<file path="config.mk">
export PLATFORM = sky130hd
export DESIGN_NAME = id_ctrl_stage_flat
export DESIGN_NICKNAME = d
export VERILOG_FILES = /design/src/rtl/id_ctrl_stage_pkg.sv /design/src/rtl/id_ctrl_stage_if.sv /design/src/rtl/id_ctrl_stage_main_dec.sv /design/src/rtl/id_ctrl_stage.sv /design/src/flat_wrapper.sv
export SDC_FILE = /design/constraint.sdc
export NUM_CORES = 1
export LEC_CHECK = 0
export ABC_CLOCK_PERIOD_IN_PS = 7600
export CORE_MARGIN = 2
export CORE_UTILIZATION = 29
export CTS_BUF_LIST = sky130_fd_sc_hd__clkbuf_8
export CTS_CLUSTER_SIZE = 20
export DETAILED_ROUTE_END_ITERATION = 7
export GPL_TIMING_DRIVEN = 1
export PLACE_DENSITY = 0.59
export SYNTH_ARGS = -nofsm -noshare
export SYNTH_HDL_FRONTEND = slang
export SYNTH_SLANG_ARGS = --single-unit
</file>
<file path="constraint.sdc">
create_clock -name clk_i -period 7.6 [get_ports clk_i]
set_input_delay 1.9 -clock clk_i [delete_from_list [all_inputs] [get_ports clk_i]]
set_output_delay 1.9 -clock clk_i [all_outputs]
set_load 0.05 [all_outputs]
</file>
<file path="src/rtl/id_ctrl_stage_pkg.sv">
`default_nettype none
// +--------------------------------------------------------------------------+
// | Package     : mips_ctrl_pkg                                              |
// | Description : Shared decode definitions for the ID control stage:        |
// |               opcode and ALU-op encodings, and the packed control word   |
// |               produced by the main decoder.                              |
// | Revision    : 1.0 - initial release                                      |
// +--------------------------------------------------------------------------+
package mips_ctrl_pkg;

   // Primary opcodes, instr[31:26]
   localparam logic [5:0] OP_RTYPE = 6'h00;
   localparam logic [5:0] OP_J     = 6'h02;
   localparam logic [5:0] OP_JAL   = 6'h03;
   localparam logic [5:0] OP_BEQ   = 6'h04;
   localparam logic [5:0] OP_BNE   = 6'h05;
   localparam logic [5:0] OP_ADDI  = 6'h08;
   localparam logic [5:0] OP_SLTI  = 6'h0A;
   localparam logic [5:0] OP_ANDI  = 6'h0C;
   localparam logic [5:0] OP_ORI   = 6'h0D;
   localparam logic [5:0] OP_LUI   = 6'h0F;
   localparam logic [5:0] OP_LW    = 6'h23;
   localparam logic [5:0] OP_SW    = 6'h2B;

   // ALU op classes handed to the EX-stage ALU controller
   localparam logic [2:0] ALUOP_ADD   = 3'b000;
   localparam logic [2:0] ALUOP_SUB   = 3'b001;
   localparam logic [2:0] ALUOP_FUNCT = 3'b010;
   localparam logic [2:0] ALUOP_ADDI  = 3'b011;
   localparam logic [2:0] ALUOP_SLT   = 3'b100;
   localparam logic [2:0] ALUOP_AND   = 3'b101;
   localparam logic [2:0] ALUOP_OR    = 3'b110;
   localparam logic [2:0] ALUOP_LUI   = 3'b111;

   typedef struct packed {
      logic       regDst;
      logic       aluSrc;
      logic       memToReg;
      logic       regWrite;
      logic       memRead;
      logic       memWrite;
      logic       branch;
      logic       branchNe;
      logic       jump;
      logic       link;
      logic       rtUsed;    // rt is a source operand (hazard check only)
      logic       illegal;
      logic [2:0] aluOp;
   } ctrl_t;

   localparam ctrl_t CTRL_BUBBLE = '0;

endpackage
`default_nettype wire

</file>
<file path="src/rtl/id_ctrl_stage_if.sv">
`default_nettype none
// +--------------------------------------------------------------------------+
// | Interface   : id_ctrl_stage_if                                           |
// | Description : Bundle between the IF/ID register / hazard unit and the    |
// |               ID control stage.                                          |
// |   master : drives instr_i, instr_valid_i, flush_i; receives the rest     |
// |   slave  : the ID control stage (id_ctrl_stage)                          |
// |   stall_o            hold PC and IF/ID (combinational)                   |
// |   ex_*               ID/EX pipeline register contents                     |
// |   illegal_o          one-cycle pulse with the illegal op in EX            |
// |   stall_cnt_o / illegal_cnt_o   saturating event counters              |
// | Revision    : 1.0 - initial release                                      |
// +--------------------------------------------------------------------------+
interface id_ctrl_stage_if #(
   parameter int ALUOP_W = 3,
   parameter int REG_AW  = 5,
   parameter int CNT_W   = 16
);
   logic [31:0]        instr_i;
   logic               instr_valid_i;
   logic               flush_i;
   logic               stall_o;
   logic               ex_valid_o;
   logic               ex_reg_write_o;
   logic [REG_AW-1:0]  ex_wreg_o;
   logic [REG_AW-1:0]  ex_rs_o;
   logic [REG_AW-1:0]  ex_rt_o;
   logic [ALUOP_W-1:0] ex_alu_op_o;
   logic               ex_alu_src_o;
   logic               ex_reg_dst_o;
   logic               ex_branch_o;
   logic               ex_branch_ne_o;
   logic               ex_jump_o;
   logic               ex_link_o;
   logic               ex_mem_read_o;
   logic               ex_mem_write_o;
   logic               ex_mem_to_reg_o;
   logic               illegal_o;
   logic [CNT_W-1:0]   stall_cnt_o;
   logic [CNT_W-1:0]   illegal_cnt_o;

   modport master (
      output instr_i, instr_valid_i, flush_i,
      input  stall_o, ex_valid_o, ex_reg_write_o, ex_wreg_o, ex_rs_o, ex_rt_o,
             ex_alu_op_o, ex_alu_src_o, ex_reg_dst_o, ex_branch_o,
             ex_branch_ne_o, ex_jump_o, ex_link_o, ex_mem_read_o,
             ex_mem_write_o, ex_mem_to_reg_o, illegal_o, stall_cnt_o,
             illegal_cnt_o
   );

   modport slave (
      input  instr_i, instr_valid_i, flush_i,
      output stall_o, ex_valid_o, ex_reg_write_o, ex_wreg_o, ex_rs_o, ex_rt_o,
             ex_alu_op_o, ex_alu_src_o, ex_reg_dst_o, ex_branch_o,
             ex_branch_ne_o, ex_jump_o, ex_link_o, ex_mem_read_o,
             ex_mem_write_o, ex_mem_to_reg_o, illegal_o, stall_cnt_o,
             illegal_cnt_o
   );
endinterface
`default_nettype wire

</file>
<file path="src/rtl/id_ctrl_stage_main_dec.sv">
`default_nettype none
// +--------------------------------------------------------------------------+
// | Module      : id_main_dec                                                |
// | Description : Purely combinational opcode -> control word table.        |
// |   i_op   in   6        primary opcode instr[31:26]                        |
// |   o_ctrl out  ctrl_t   decoded control word (illegal flag for unknown)   |
// | Revision    : 1.0 - initial release                                      |
// +--------------------------------------------------------------------------+
module id_main_dec
   import mips_ctrl_pkg::*;
(
   input  logic [5:0] i_op,
   output ctrl_t      o_ctrl
);

   always_comb begin
      o_ctrl = CTRL_BUBBLE;
      case (i_op)
         OP_RTYPE: begin
            o_ctrl.regDst   = 1'b1;
            o_ctrl.regWrite = 1'b1;
            o_ctrl.rtUsed   = 1'b1;
            o_ctrl.aluOp    = ALUOP_FUNCT;
         end
         OP_LW: begin
            o_ctrl.aluSrc   = 1'b1;
            o_ctrl.memToReg = 1'b1;
            o_ctrl.regWrite = 1'b1;
            o_ctrl.memRead  = 1'b1;
            o_ctrl.aluOp    = ALUOP_ADD;
         end
         OP_SW: begin
            o_ctrl.aluSrc   = 1'b1;
            o_ctrl.memWrite = 1'b1;
            o_ctrl.rtUsed   = 1'b1;
            o_ctrl.aluOp    = ALUOP_ADD;
         end
         OP_BEQ, OP_BNE: begin
            o_ctrl.branch   = 1'b1;
            o_ctrl.branchNe = (i_op == OP_BNE);
            o_ctrl.rtUsed   = 1'b1;
            o_ctrl.aluOp    = ALUOP_SUB;
         end
         OP_ADDI, OP_SLTI, OP_ANDI, OP_ORI, OP_LUI: begin
            o_ctrl.aluSrc   = 1'b1;
            o_ctrl.regWrite = 1'b1;
            case (i_op)
               OP_ADDI: o_ctrl.aluOp = ALUOP_ADDI;
               OP_SLTI: o_ctrl.aluOp = ALUOP_SLT;
               OP_ANDI: o_ctrl.aluOp = ALUOP_AND;
               OP_ORI:  o_ctrl.aluOp = ALUOP_OR;
               default: o_ctrl.aluOp = ALUOP_LUI;
            endcase
         end
         OP_J: begin
            o_ctrl.jump     = 1'b1;
         end
         OP_JAL: begin
            o_ctrl.jump     = 1'b1;
            o_ctrl.link     = 1'b1;
            o_ctrl.regWrite = 1'b1;
         end
         default: begin
            o_ctrl.illegal  = 1'b1;
         end
      endcase
   end

endmodule
`default_nettype wire

</file>
<file path="src/rtl/id_ctrl_stage.sv">
`default_nettype none
// +--------------------------------------------------------------------------+
// | Module      : id_ctrl_stage                                              |
// | Description : ID-stage main decoder for the 5-stage MIPS pipeline.       |
// |               Decodes the instruction, detects load-use hazards,         |
// |               honours flushes and registers the control fields into the  |
// |               ID/EX pipeline register. Counts stalls and illegal ops.    |
// |   clk_i  in  1   clock, rising edge                                      |
// |   rst_i  in  1   asynchronous active-high reset                          |
// |   bus    slave id_ctrl_stage_if: instruction in, stall and ID/EX out     |
// | Revision    : 1.0 - initial release                                      |
// +--------------------------------------------------------------------------+
module id_ctrl_stage
   import mips_ctrl_pkg::*;
#(
   parameter int ALUOP_W     = 3,
   parameter int REG_AW      = 5,
   parameter int CNT_W       = 16,
   parameter int LOAD_USE_EN = 1
)(
   input  logic             clk_i,
   input  logic             rst_i,
   id_ctrl_stage_if.slave   bus
);

   localparam logic [REG_AW-1:0] c_LINK_REG = REG_AW'(31);
   localparam logic [CNT_W-1:0]  c_CNT_MAX  = {CNT_W{1'b1}};

   // ---------------- decode ----------------
   ctrl_t               w_dec;
   logic [REG_AW-1:0]   w_rs;
   logic [REG_AW-1:0]   w_rt;
   logic [REG_AW-1:0]   w_rd;
   logic [REG_AW-1:0]   w_wreg;
   logic                w_regWrite;
   logic [ALUOP_W-1:0]  w_aluOp;
   logic                w_unusedBits;

   id_main_dec u_mainDec (
      .i_op   (bus.instr_i[31:26]),
      .o_ctrl (w_dec)
   );

   assign w_rs = REG_AW'(bus.instr_i[25:21]);
   assign w_rt = REG_AW'(bus.instr_i[20:16]);
   assign w_rd = REG_AW'(bus.instr_i[15:11]);

   // shamt/funct are consumed by the EX-stage ALU controller, not here
   assign w_unusedBits = ^bus.instr_i[10:0];

   assign w_wreg     = w_dec.regDst ? w_rd : (w_dec.link ? c_LINK_REG : w_rt);
   // Writes to $0 are architecturally discarded; drop them here so that
   // forwarding and hazard logic never see $0 as a producer.
   assign w_regWrite = w_dec.regWrite & (w_wreg != '0);

   if (ALUOP_W > 3) begin : g_aluOpPad
      assign w_aluOp = {{(ALUOP_W-3){1'b0}}, w_dec.aluOp};
   end else begin : g_aluOpExact
      assign w_aluOp = w_dec.aluOp;
   end

   // ---------------- ID/EX register state ----------------
   logic                r_exValid;
   logic                r_regWrite;
   logic [REG_AW-1:0]   r_wreg;
   logic [REG_AW-1:0]   r_rs;
   logic [REG_AW-1:0]   r_rt;
   logic [ALUOP_W-1:0]  r_aluOp;
   logic                r_aluSrc;
   logic                r_regDst;
   logic                r_branch;
   logic                r_branchNe;
   logic                r_jump;
   logic                r_link;
   logic                r_memRead;
   logic                r_memWrite;
   logic                r_memToReg;
   logic                r_illegal;
   logic [CNT_W-1:0]    r_stallCnt;
   logic [CNT_W-1:0]    r_illegalCnt;

   // ---------------- hazard ----------------
   logic w_srcMatch;
   logic w_hazard;
   logic w_stall;
   logic w_load;      // ID instruction leaves ID this edge
   logic w_accept;    // ...and is a legal instruction entering EX

   // rs is compared unconditionally; rt only when the opcode reads it
   assign w_srcMatch = (r_wreg == w_rs) || (w_dec.rtUsed && (r_wreg == w_rt));
   assign w_hazard   = (LOAD_USE_EN != 0) && r_exValid && r_memRead &&
                       (r_wreg != '0) && bus.instr_valid_i && w_srcMatch;
   // A flush discards the dependent instruction, so stalling would be wasted
   assign w_stall    = w_hazard & ~bus.flush_i;
   assign w_load     = bus.instr_valid_i & ~bus.flush_i & ~w_stall;
   assign w_accept   = w_load & ~w_dec.illegal;

   always_ff @(posedge clk_i or posedge rst_i) begin
      if (rst_i) begin
         r_exValid  <= 1'b0;
         r_regWrite <= 1'b0;
         r_wreg     <= '0;
         r_rs       <= '0;
         r_rt       <= '0;
         r_aluOp    <= '0;
         r_aluSrc   <= 1'b0;
         r_regDst   <= 1'b0;
         r_branch   <= 1'b0;
         r_branchNe <= 1'b0;
         r_jump     <= 1'b0;
         r_link     <= 1'b0;
         r_memRead  <= 1'b0;
         r_memWrite <= 1'b0;
         r_memToReg <= 1'b0;
         r_illegal  <= 1'b0;
      end else if (w_accept) begin
         r_exValid  <= 1'b1;
         r_regWrite <= w_regWrite;
         r_wreg     <= w_wreg;
         r_rs       <= w_rs;
         r_rt       <= w_rt;
         r_aluOp    <= w_aluOp;
         r_aluSrc   <= w_dec.aluSrc;
         r_regDst   <= w_dec.regDst;
         r_branch   <= w_dec.branch;
         r_branchNe <= w_dec.branchNe;
         r_jump     <= w_dec.jump;
         r_link     <= w_dec.link;
         r_memRead  <= w_dec.memRead;
         r_memWrite <= w_dec.memWrite;
         r_memToReg <= w_dec.memToReg;
         r_illegal  <= 1'b0;
      end else begin
         // Bubble. An illegal opcode also travels as a bubble, flagged only
         // by the illegal pulse so nothing downstream acts on it.
         r_exValid  <= 1'b0;
         r_regWrite <= 1'b0;
         r_wreg     <= '0;
         r_rs       <= '0;
         r_rt       <= '0;
         r_aluOp    <= '0;
         r_aluSrc   <= 1'b0;
         r_regDst   <= 1'b0;
         r_branch   <= 1'b0;
         r_branchNe <= 1'b0;
         r_jump     <= 1'b0;
         r_link     <= 1'b0;
         r_memRead  <= 1'b0;
         r_memWrite <= 1'b0;
         r_memToReg <= 1'b0;
         r_illegal  <= w_load & w_dec.illegal;
      end
   end

   // ---------------- saturating counters ----------------
   always_ff @(posedge clk_i or posedge rst_i) begin
      if (rst_i) begin
         r_stallCnt   <= '0;
         r_illegalCnt <= '0;
      end else begin
         if (w_stall && (r_stallCnt != c_CNT_MAX)) begin
            r_stallCnt <= r_stallCnt + CNT_W'(1);
         end
         if (w_load && w_dec.illegal && (r_illegalCnt != c_CNT_MAX)) begin
            r_illegalCnt <= r_illegalCnt + CNT_W'(1);
         end
      end
   end

   // ---------------- outputs ----------------
   assign bus.stall_o         = w_stall;
   assign bus.ex_valid_o      = r_exValid;
   assign bus.ex_reg_write_o  = r_regWrite;
   assign bus.ex_wreg_o       = r_wreg;
   assign bus.ex_rs_o         = r_rs;
   assign bus.ex_rt_o         = r_rt;
   assign bus.ex_alu_op_o     = r_aluOp;
   assign bus.ex_alu_src_o    = r_aluSrc;
   assign bus.ex_reg_dst_o    = r_regDst;
   assign bus.ex_branch_o     = r_branch;
   assign bus.ex_branch_ne_o  = r_branchNe;
   assign bus.ex_jump_o       = r_jump;
   assign bus.ex_link_o       = r_link;
   assign bus.ex_mem_read_o   = r_memRead;
   assign bus.ex_mem_write_o  = r_memWrite;
   assign bus.ex_mem_to_reg_o = r_memToReg;
   assign bus.illegal_o       = r_illegal;
   assign bus.stall_cnt_o     = r_stallCnt;
   assign bus.illegal_cnt_o   = r_illegalCnt;

endmodule
`default_nettype wire

</file>
<file path="src/flat_wrapper.sv">
// flat-port wrapper written by rule: the top's interface ports become plain ports
module id_ctrl_stage_flat import mips_ctrl_pkg::*;
#(
   parameter int ALUOP_W     = 3,
   parameter int REG_AW      = 5,
   parameter int CNT_W       = 16,
   parameter int LOAD_USE_EN = 1
)
  (clk_i, rst_i, bus_instr_i, bus_instr_valid_i, bus_flush_i, bus_stall_o, bus_ex_valid_o, bus_ex_reg_write_o, bus_ex_wreg_o, bus_ex_rs_o, bus_ex_rt_o, bus_ex_alu_op_o, bus_ex_alu_src_o, bus_ex_reg_dst_o, bus_ex_branch_o, bus_ex_branch_ne_o, bus_ex_jump_o, bus_ex_link_o, bus_ex_mem_read_o, bus_ex_mem_write_o, bus_ex_mem_to_reg_o, bus_illegal_o, bus_stall_cnt_o, bus_illegal_cnt_o);
  id_ctrl_stage_if #(.ALUOP_W(ALUOP_W), .REG_AW(REG_AW), .CNT_W(CNT_W)) bus_i ();
  input  logic clk_i;
  input  logic rst_i;
  input wire logic [$bits(bus_i.instr_i)-1:0] bus_instr_i;
  input wire logic [$bits(bus_i.instr_valid_i)-1:0] bus_instr_valid_i;
  input wire logic [$bits(bus_i.flush_i)-1:0] bus_flush_i;
  output wire logic [$bits(bus_i.stall_o)-1:0] bus_stall_o;
  output wire logic [$bits(bus_i.ex_valid_o)-1:0] bus_ex_valid_o;
  output wire logic [$bits(bus_i.ex_reg_write_o)-1:0] bus_ex_reg_write_o;
  output wire logic [$bits(bus_i.ex_wreg_o)-1:0] bus_ex_wreg_o;
  output wire logic [$bits(bus_i.ex_rs_o)-1:0] bus_ex_rs_o;
  output wire logic [$bits(bus_i.ex_rt_o)-1:0] bus_ex_rt_o;
  output wire logic [$bits(bus_i.ex_alu_op_o)-1:0] bus_ex_alu_op_o;
  output wire logic [$bits(bus_i.ex_alu_src_o)-1:0] bus_ex_alu_src_o;
  output wire logic [$bits(bus_i.ex_reg_dst_o)-1:0] bus_ex_reg_dst_o;
  output wire logic [$bits(bus_i.ex_branch_o)-1:0] bus_ex_branch_o;
  output wire logic [$bits(bus_i.ex_branch_ne_o)-1:0] bus_ex_branch_ne_o;
  output wire logic [$bits(bus_i.ex_jump_o)-1:0] bus_ex_jump_o;
  output wire logic [$bits(bus_i.ex_link_o)-1:0] bus_ex_link_o;
  output wire logic [$bits(bus_i.ex_mem_read_o)-1:0] bus_ex_mem_read_o;
  output wire logic [$bits(bus_i.ex_mem_write_o)-1:0] bus_ex_mem_write_o;
  output wire logic [$bits(bus_i.ex_mem_to_reg_o)-1:0] bus_ex_mem_to_reg_o;
  output wire logic [$bits(bus_i.illegal_o)-1:0] bus_illegal_o;
  output wire logic [$bits(bus_i.stall_cnt_o)-1:0] bus_stall_cnt_o;
  output wire logic [$bits(bus_i.illegal_cnt_o)-1:0] bus_illegal_cnt_o;
  assign bus_i.instr_i = bus_instr_i;
  assign bus_i.instr_valid_i = bus_instr_valid_i;
  assign bus_i.flush_i = bus_flush_i;
  assign bus_stall_o = bus_i.stall_o;
  assign bus_ex_valid_o = bus_i.ex_valid_o;
  assign bus_ex_reg_write_o = bus_i.ex_reg_write_o;
  assign bus_ex_wreg_o = bus_i.ex_wreg_o;
  assign bus_ex_rs_o = bus_i.ex_rs_o;
  assign bus_ex_rt_o = bus_i.ex_rt_o;
  assign bus_ex_alu_op_o = bus_i.ex_alu_op_o;
  assign bus_ex_alu_src_o = bus_i.ex_alu_src_o;
  assign bus_ex_reg_dst_o = bus_i.ex_reg_dst_o;
  assign bus_ex_branch_o = bus_i.ex_branch_o;
  assign bus_ex_branch_ne_o = bus_i.ex_branch_ne_o;
  assign bus_ex_jump_o = bus_i.ex_jump_o;
  assign bus_ex_link_o = bus_i.ex_link_o;
  assign bus_ex_mem_read_o = bus_i.ex_mem_read_o;
  assign bus_ex_mem_write_o = bus_i.ex_mem_write_o;
  assign bus_ex_mem_to_reg_o = bus_i.ex_mem_to_reg_o;
  assign bus_illegal_o = bus_i.illegal_o;
  assign bus_stall_cnt_o = bus_i.stall_cnt_o;
  assign bus_illegal_cnt_o = bus_i.illegal_cnt_o;
  id_ctrl_stage #(.ALUOP_W(ALUOP_W), .REG_AW(REG_AW), .CNT_W(CNT_W), .LOAD_USE_EN(LOAD_USE_EN)) u_core (.clk_i(clk_i), .rst_i(rst_i), .bus(bus_i));
endmodule
</file>
* After elaboration in Yosys (flattened, before gate mapping)
Index checks and enable logic that the tools add are counted.
Word-level totals: input port bits 36, flip-flop bits (word level) 61
Cells by class: add/sub/neg operators 2, reduce and logical (&&, ||, !) cells 19, bitwise logic cells 8, multiplexer cells 29, equal/unequal tests 15
Operator list (number):
- 16-bit by 1-bit adder with 16-bit output, second input constant | 2
- 16-bit != test, second input constant | 2
- 6-bit by 4-bit equality test with 1-bit output, second input constant | 5
- 5-bit 2-to-1 mux | 5
- 1-bit 2-to-1 mux | 20
- 6-bit by 2-bit equality test with 1-bit output, second input constant | 2
- 6-bit by 3-bit equality test with 1-bit output, second input constant | 2
- 6-bit equality test, second input constant | 2
- 3-bit one-hot mux with 4 select lines | 1
- 12-bit OR reduction | 1
- 5-bit equality test | 2
- 5-bit nonzero test | 2
- 3-bit one-hot mux with 3 select lines | 1
- 1-bit logical AND | 8
- 8-bit OR reduction | 1
- 7-bit OR reduction | 1
- 1-bit AND | 6
- 6-bit logical NOT | 1
- 5-bit OR reduction | 1
- 2-bit OR reduction | 2
- 4-bit OR reduction | 1
- 3-bit 2-to-1 mux | 1
- 2-bit 2-to-1 mux | 1
- 1-bit inverter | 2
- 1-bit logical OR | 1

* Longest topological paths before layout
Gate-level depths: netlist (run 1).
word-level depth 11, depth in mapped cells 9, depth with buffers taken out 7

* Modules after synthesis
Synthesis (run 1) repeated with hierarchy kept, for this count alone.
Second synthesis, totals: cells, all modules 289, area, all modules 3015.4 sq um
By module, submodules not included:
- id_ctrl_stage | area each 2745.1 sq um, times used 1, cells each 244
- id_main_dec | area each 270.3 sq um, times used 1, cells each 45

* Least setup slack after synthesis (run 1)
No wires, ideal clock.
path type input-to-output, from input port bus_instr_i[26], to output port bus_stall_o, data arrival time 3384 ps, stages 5, setup slack 2316 ps, cells stage by stage clkbuf_1 -> a2111oi_0 -> o21ai_2 -> o21ai_1 -> buf_2
On the way: cells in the longest elaborated chain, start to end 7, elaborated cells between the ends (all ways) 10, classes of those cells 3 x eq/ne; 1 x mux; 1 x bitwise; 5 x reduce/logical
Ends and longest elaborated chain:
- start: declaration | line flat_wrapper.sv:13 | input wire logic [$bits(bus_i.instr_i)-1:0] bus_instr_i;
- 6-bit by 3-bit equality test with 1-bit output (tied with other cells) | line id_ctrl_stage_main_dec.sv:18 | case (i_op)
- 4-bit OR reduction (no source line) (*)
- 1-bit 2-to-1 mux (*) | line id_ctrl_stage_main_dec.sv:18
- 1-bit logical AND (*) | line id_ctrl_stage.sv:90 | assign w_srcMatch = (r_wreg == w_rs) || (w_dec.rtUsed && (r_wreg == w_rt));
- 1-bit logical OR (*) | line id_ctrl_stage.sv:90
- 1-bit logical AND (*) | line id_ctrl_stage.sv:92 | (r_wreg != '0) && bus.instr_valid_i && w_srcMatch;
- 1-bit AND (*) | line id_ctrl_stage.sv:94 | assign w_stall = w_hazard & ~bus.flush_i;
- end: declaration | line flat_wrapper.sv:16 | output wire logic [$bits(bus_i.stall_o)-1:0] bus_stall_o;
Mark *: on every way between the ends. The rest lies on a longest branch, timed or not.

* Worst setup path after layout (run 1)
from input port bus_instr_i[28], to output port bus_stall_o
Same word-level chain as after synthesis.

==> results of run 1 <==
[area by class of cell]
| class | count | area (um^2) | share of cell area |
|---|---|---|---|
| sequential | 61 | 1526 | 0.3647 |
| multi-input combinational | 207 | 1363 | 0.3256 |
| timing repair buffer | 92 | 908.4 | 0.2170 |
| tap | 136 | 170.2 | 0.04066 |
| clock buffer | 11 | 151.4 | 0.03617 |
| inverter | 14 | 52.55 | 0.01256 |
| clock inverter | 3 | 13.76 | 0.003288 |
[synth_stat cells (all sizes together) (2+ instances only)]
master	n	share of area
a2111oi	2	0.0058
a21oi	7	0.012
a22oi	2	0.0050
and2	9	0.019
and3	7	0.015
buf	5	0.011
clkbuf	9	0.011
dfrtp	61	0.51
ha	2	0.0083
inv	14	0.017
mux2	2	0.0075
mux2i	3	0.010
nand2	12	0.015
nand2b	4	0.0083
nand3	20	0.033
nand4	11	0.025
nor2	22	0.027
nor3	18	0.032
nor4	14	0.031
o21ai	5	0.0096
o22ai	8	0.017
o31a	3	0.0087
or2	2	0.0042
or3	3	0.0079
xnor2	23	0.067
xor2	17	0.049
[report_power, final]
part	switching (mW)	leakage (nW)	internal, mW
Sequential	0.0182	0.825	0.340
Clock	0.121	0.0922	0.130
Combinational	0.101	0.873	0.0596
[worst register-to-register path, delay by kind of cell, from the launching register on]
kind                   cells  cell delay [ps]
AND/OR/NAND/NOR            3             1240
AO/OA/AOI/OAI              3              620
flip-flops                 1              430
buffers and inverters      1              240
[per-layer routing]
layer / up-vias / global-route usage
li1: 1221 / -
met1: 1221 / 0.1788
met2: 69 / 0.2235
met3: 10 / 0.03711
met4: 0 / 0.03947
met5: - / 0
[cells by family after synthesis]
logic type | share of synthesized area
XOR/XNOR | 0.1164
buffers and inverters | 0.03992
AO/OA/AOI/OAI | 0.08025
adder cells (fa/ha/maj) | 0.01164
flip-flops | 0.5073
multiplexers | 0.01746
AND/OR/NAND/NOR | 0.2270
[flip-flops by register name, indices dropped and copies added (netlist names)]
| register | flops |
|---|---|
| u_core.bus.ex_alu_src_o | 1 |
| u_core.bus.ex_rs_o | 5 |
| u_core.bus.ex_rt_o | 5 |
| u_core.bus.ex_branch_o | 1 |
| u_core.bus.illegal_o | 1 |
| u_core.bus.stall_cnt_o | 16 |
| u_core.bus.ex_mem_write_o | 1 |
| u_core.bus.ex_alu_op_o | 3 |
| u_core.bus.ex_reg_dst_o | 1 |
| u_core.bus.illegal_cnt_o | 16 |
| u_core.bus.ex_wreg_o | 5 |
| u_core.bus.ex_reg_write_o | 1 |
| u_core.bus.ex_jump_o | 1 |
| u_core.bus.ex_valid_o | 1 |
| u_core.bus.ex_link_o | 1 |
| u_core.bus.ex_branch_ne_o | 1 |
| u_core.bus.ex_mem_read_o | 1 |
[worst max-delay path by stage]
| stage | startpoint | endpoint | slack [ps] | depth (start not counted) |
|---|---|---|---|---|
| after detailed placement | bus_instr_i[28] | bus_stall_o | 1050 | 7 |
| final | bus_instr_i[28] | bus_stall_o | 1080 | 7 |
| after global placement | bus_instr_i[28] | bus_stall_o | 1030 | 7 |
| after floorplan | bus_instr_i[26] | bus_stall_o | 2320 | 5 |
| after CTS | bus_instr_i[28] | bus_stall_o | 1040 | 7 |
| after global routing | bus_instr_i[28] | bus_stall_o | 880 | 7 |
==> impl_metrics.csv, run 1 <==
group,metric,value,unit
critical_path,critPathTopFamily,"buffers and inverters",
die,fp-row-count,37,
synthesis,post_synth_instance_area,0.003009,mm^2
cts,cts-buffers-inserted,9,
critical_path,r2r-start,"u_core.bus.ex_wreg_o[1]$_DFF_PP0_",
job,cap_viol_max_count,0,
timing,tightest_slew,795.8,ps
cts,cts_setup_buffers,0,
grt,grt_max_degree,62,
synthesis,synth.distinct_cells,45,
cts,ctsResizeCount,0,
die,initial_core_util,0.2955,
timing,hold_ws,492.2,ps
hold_path,min_from,"u_core.bus.stall_cnt_o[14]$_DFFE_PP0P_",
hold_path,hold_path_end,"u_core.bus.stall_cnt_o[14]$_DFFE_PP0P_",
detailed_routing,met2WireLength,3.546,mm
timing,max_freq,153.4,MHz
timing,grt_setup_unrepaired,"false",
cells_and_area,drive_gt1_frac,0.07474,
synthesis,async_reset_ff_frac,1.000,
power_and_ir_drop,cellLeakagePower,1.790,nW
critical_path,crit_slowest_cell,"clkdlybuf4s50_1",
detailed_routing,viasPerCell,4.811,
timing,fin_crit_sh,0.8576,
die,fp.dieArea,0.01121,mm^2
critical_path,reg2reg_slack,5010,ps
grt,grt_pass1_vias,2498,
critical_path,cp-start-kind,"input pin",
cells_and_area,layout_commonest_cell,"clkdlybuf4s50_1",
critical_path,required,5700,ps
cts,cts_root_buf,"clkbuf_8",
critical_path,critPathMostFrequentCell,"clkdlybuf4s50_1",
synthesis,yosysSeqAreaShare,0.5073,
critical_path,crit_path_cell_trace,"clkdlybuf4s50_1, inv_1, a2111oi_0, o21ai_2, o21ai_1, buf_4, clkdlybuf4s50_1",
cells_and_area,area_growth,39.09,%
placed_design,io_buffers,87,
timing,clock_skew,8.377,ps
detailed_routing,drtIter0Drc,52,
die,die_h,105.9,um
critical_path,end_kind,"output pin",
synthesis,synth_warnings,0,
die,io_pins,99,
detailed_routing,routed_wl,7.292,mm
critical_path,worst-path-max-fanout,16,
critical_path,worstRegToRegCells,7,
detailed_routing,met1Wirelength,3.292,mm
cells_and_area,fillCellCount,1020,
hold_path,holdCritPathClass,"register to register",
status,outcome,"finished, final reports clean",
detailed_routing,ant_nets,0,
detailed_routing,wl_met3,366,um
timing,setup-tns-final,0,ps
critical_path,max_stage_delay,830,ps
cells_and_area,final_cells,524,
cells_and_area,final_cell_area,0.004185,mm^2
synthesis,synth_edf_count,0,
cts,clock_latency,330,ps
detailed_routing,wl_per_cell,13.92,um
synthesis,syn_area_per_cell,10.17,um^2
placed_design,dp_cells,510,
cts,cts.reportedPaths.clkPinSlew,70,ps
power_and_ir_drop,peakVddDrop,0.06640,mV
die,core_region_area,0.01018,mm^2
cts,h-tree-depth,3,
timing,slew_violations,0,
cts,cts_sinks,61,
grt,grt_use_total,0.1372,
cts,tritoncts,"built",
die,dieWidth,105.9,um
synthesis,netlist_instances,296,
cells_and_area,final_cell_mix,"clkdlybuf4s50_1 (87), dfrtp_1 (61), xnor2_1 (23)",
critical_path,crit_buf_inv,4,
placed_design,gp_congestion,0.7844,
grt,antenna_found_initial,0,
critical_path,path_class,"input pin to output pin",
detailed_routing,highest_layer,"met4",
grt,grt_pass1_wl,12.32,mm
placed_design,pre_cts_ws,1049,ps
placed_design,dpl-instance-area,0.004020,mm^2
cts,clk_path_buf_depth,2,
placed_design,post-dp-hpwl,5.185,mm
synthesis,synth.ff_latch_count,61,
detailed_routing,drc_errors,0,
detailed_routing,firstDrtPassIters,4,
timing,hold_viol,0,
timing,slew_headroom,0.4694,
hold_path,hold-path-cell-count,1,
critical_path,r2r_end,"u_core.bus.ex_mem_read_o$_DFF_PP0_",
cells_and_area,nets,423,
grt,grt_overflow_total,0,
critical_path,cp.arrival,4620,ps
power_and_ir_drop,power_density,184.0,mW/mm^2
timing,finalWorstSetupSlack,1082,ps
synthesis,syn_nets,334,
power_and_ir_drop,power,0.7701,mW
cells_and_area,diodes,0,
cts,cts_hold_repair.buffers,0,
synthesis,synth_ff_type,"dfrtp_1",
cells_and_area,final_util,0.4109,
timing,period_needed,6518,ps
timing,setup_violations,0,
detailed_routing,vias,2521,
(Power assumes the default switching activity.)
==> run 2, diff against run 1 <==
--- a/config.mk
+++ b/config.mk
@@ -6,7 +6,7 @@
 export NUM_CORES = 1
 export LEC_CHECK = 0
 export ABC_CLOCK_PERIOD_IN_PS = 7600
-export CORE_MARGIN = 2
+export CORE_MARGIN = 1.5
 export CORE_UTILIZATION = 29
 export CTS_BUF_LIST = sky130_fd_sc_hd__clkbuf_8
 export CTS_CLUSTER_SIZE = 20
==> run 2 against run 1 <==
  * Clock skew increased by 1.1 ps
  * Sequential power about the same
  * Maximum frequency up 0.38%
  * Worst setup slack improved by 25 ps
  * Clock power is 5% higher
  * Critical endpoint unchanged
  * Highest routed layer unchanged
==> impl_metrics.csv, run 2 (synthesis gave the netlist of run 1 again) <==
group,metric,value,unit
timing,fin_crit_sh,0.8543,
cts,cts.reportedPaths.clkPinSlew,60,ps
detailed_routing,firstDrtPassIters,4,
grt,grt_pass1_vias,2466,
detailed_routing,wl_per_cell,14.09,um
cells_and_area,final_cell_mix,"clkdlybuf4s50_1 (87), dfrtp_1 (61), xnor2_1 (23)",
power_and_ir_drop,cellLeakagePower,1.799,nW
cts,clock_latency,330,ps
grt,antenna_found_initial,0,
placed_design,io_buffers,87,
cells_and_area,layout_commonest_cell,"clkdlybuf4s50_1",
critical_path,cp.arrival,4590,ps
critical_path,worst-path-max-fanout,16,
die,fp.dieArea,0.01100,mm^2
grt,top_usage_layer,"met2",
grt,grt_pass1_wl,12.36,mm
timing,setup_violations,0,
placed_design,post-dp-hpwl,5.239,mm
timing,slew_headroom,0.4865,
cells_and_area,drive_gt1_frac,0.07455,
cells_and_area,diodes,0,
critical_path,cp-start-kind,"input pin",
timing,grt_setup_unrepaired,"false",
detailed_routing,ant_nets,0,
cts,h-tree-depth,3,
grt,grt_util_met2,0.2227,
die,core_region_area,0.01018,mm^2
cells_and_area,fillCellCount,1013,
cts,tritoncts,"built",
cts,ctsResizeCount,0,
detailed_routing,routed_wl,7.395,mm
timing,tightest_slew,770.2,ps
grt,met3_usage,0.04055,
cells_and_area,nets,423,
die,initial_core_util,0.2955,
cts,cts-buffers-inserted,9,
timing,slew_violations,0,
power_and_ir_drop,power_density,186.3,mW/mm^2
critical_path,required,5700,ps
power_and_ir_drop,peakVddDrop,0.07782,mV
critical_path,path_class,"input pin to output pin",
die,io_pins,99,
cts,cts_root_buf,"clkbuf_8",
cts,cts_hold_repair.buffers,0,
timing,hold_viol,0,
detailed_routing,drtIter0Drc,60,
detailed_routing,viasPerCell,4.819,
critical_path,end_kind,"output pin",
cts,clk_path_buf_depth,2,
detailed_routing,vias,2530,
cts,cts_setup_buffers,0,
die,dieWidth,104.9,um
die,fp-row-count,37,
timing,max_freq,154.0,MHz
grt,grt_max_degree,62,
cells_and_area,area_growth,39.50,%
die,die_h,104.9,um
detailed_routing,drc_errors,0,
grt,grt_use_total,0.1402,
grt,grt_overflow_total,0,
hold_path,holdCritPathClass,"register to register",
timing,clock_skew,9.447,ps
job,cap_viol_max_count,0,
placed_design,gp_congestion,0.7975,
cells_and_area,final_util,0.4122,
timing,setup-tns-final,0,ps
status,outcome,"finished, final reports clean",
grt,met1_usage,0.1857,
cts,cts_sinks,61,
timing,period_needed,6493,ps
-- run 2: cell types whose count changed in the layout (fill, tap and decap cells not counted) --
cell,delta
clkinv_2,-1
clkbuf_8,+1
inv_1,+1
-- run 2: routing by layer --
metal  vias up  share of wire
li1       1221              -
met1      1227           0.46
met2        75           0.47
met3         7          0.054
met4         0         0.0088
met5         -              0
-- run 2: critical path: stages --
cell	delay [ps]
clkdlybuf4s50_1	720
inv_1	70
a2111oi_0	520
o21ai_2	160
o21ai_1	160
buf_4	230
clkdlybuf4s50_1	830
-- run 2: per-stage QoR --
step	worst slack [ps]	hold slack, ps	std cells	total power, mW	area [um^2]
after floorplan	2316	789.8	296	0.4637	3009
after global placement	1033	481.4	510	0.5233	4020
after detailed placement	1062	488.4	510	0.5255	4020
after CTS	1063	496.7	525	0.7929	4198
after global routing	864.1	523.9	525	0.8211	4198
final	1107	491.1	525	0.7821	4198
-- run 2: worst paths after layout --
path | start | endpoint | cells after the start | slack (ps)
max in group asynchronous | rst_i | u_core.bus.ex_mem_read_o$_DFF_PP0_ | 3 | 4980
worst min-delay path | u_core.bus.illegal_cnt_o[15]$_DFFE_PP0P_ | u_core.bus.illegal_cnt_o[15]$_DFFE_PP0P_ | 1 | 490
worst min register to register | u_core.bus.illegal_cnt_o[15]$_DFFE_PP0P_ | u_core.bus.illegal_cnt_o[15]$_DFFE_PP0P_ | 1 | 490
min in group asynchronous | rst_i | u_core.bus.ex_mem_write_o$_DFF_PP0_ | 3 | 2120
worst max register to register | u_core.bus.ex_wreg_o[1]$_DFF_PP0_ | u_core.bus.ex_mem_read_o$_DFF_PP0_ | 7 | 5010
worst max-delay path | bus_instr_i[28] | bus_stall_o | 7 | 1110
-- run 2: cell type report --
type | count | area, um^2 | area share
Multi-Input combinational cell | 207 | 1363 | 0.3246
Sequential cell | 61 | 1526 | 0.3636
Inverter | 14 | 52.55 | 0.01252
Timing Repair Buffer | 92 | 908.4 | 0.2164
Tap cell | 136 | 170.2 | 0.04054
Clock buffer | 12 | 165.2 | 0.03934
Clock inverter | 3 | 12.51 | 0.002981
-- run 2: where the power goes --
part | switching (mW) | internal [mW]
registers | 0.0180 | 0.340
clock network | 0.124 | 0.141
logic | 0.101 | 0.0595
==> run 3, diff against run 2 <==
--- a/config.mk
+++ b/config.mk
@@ -12,6 +12,7 @@
 export CTS_CLUSTER_SIZE = 20
 export DETAILED_ROUTE_END_ITERATION = 7
 export GPL_TIMING_DRIVEN = 1
+export HOLD_SLACK_MARGIN = 0.03
 export PLACE_DENSITY = 0.59
 export SYNTH_ARGS = -nofsm -noshare
 export SYNTH_HDL_FRONTEND = slang
==> results of run 3 <==
Same layout as run 2: the final DEF is identical, and so are final timing and power.
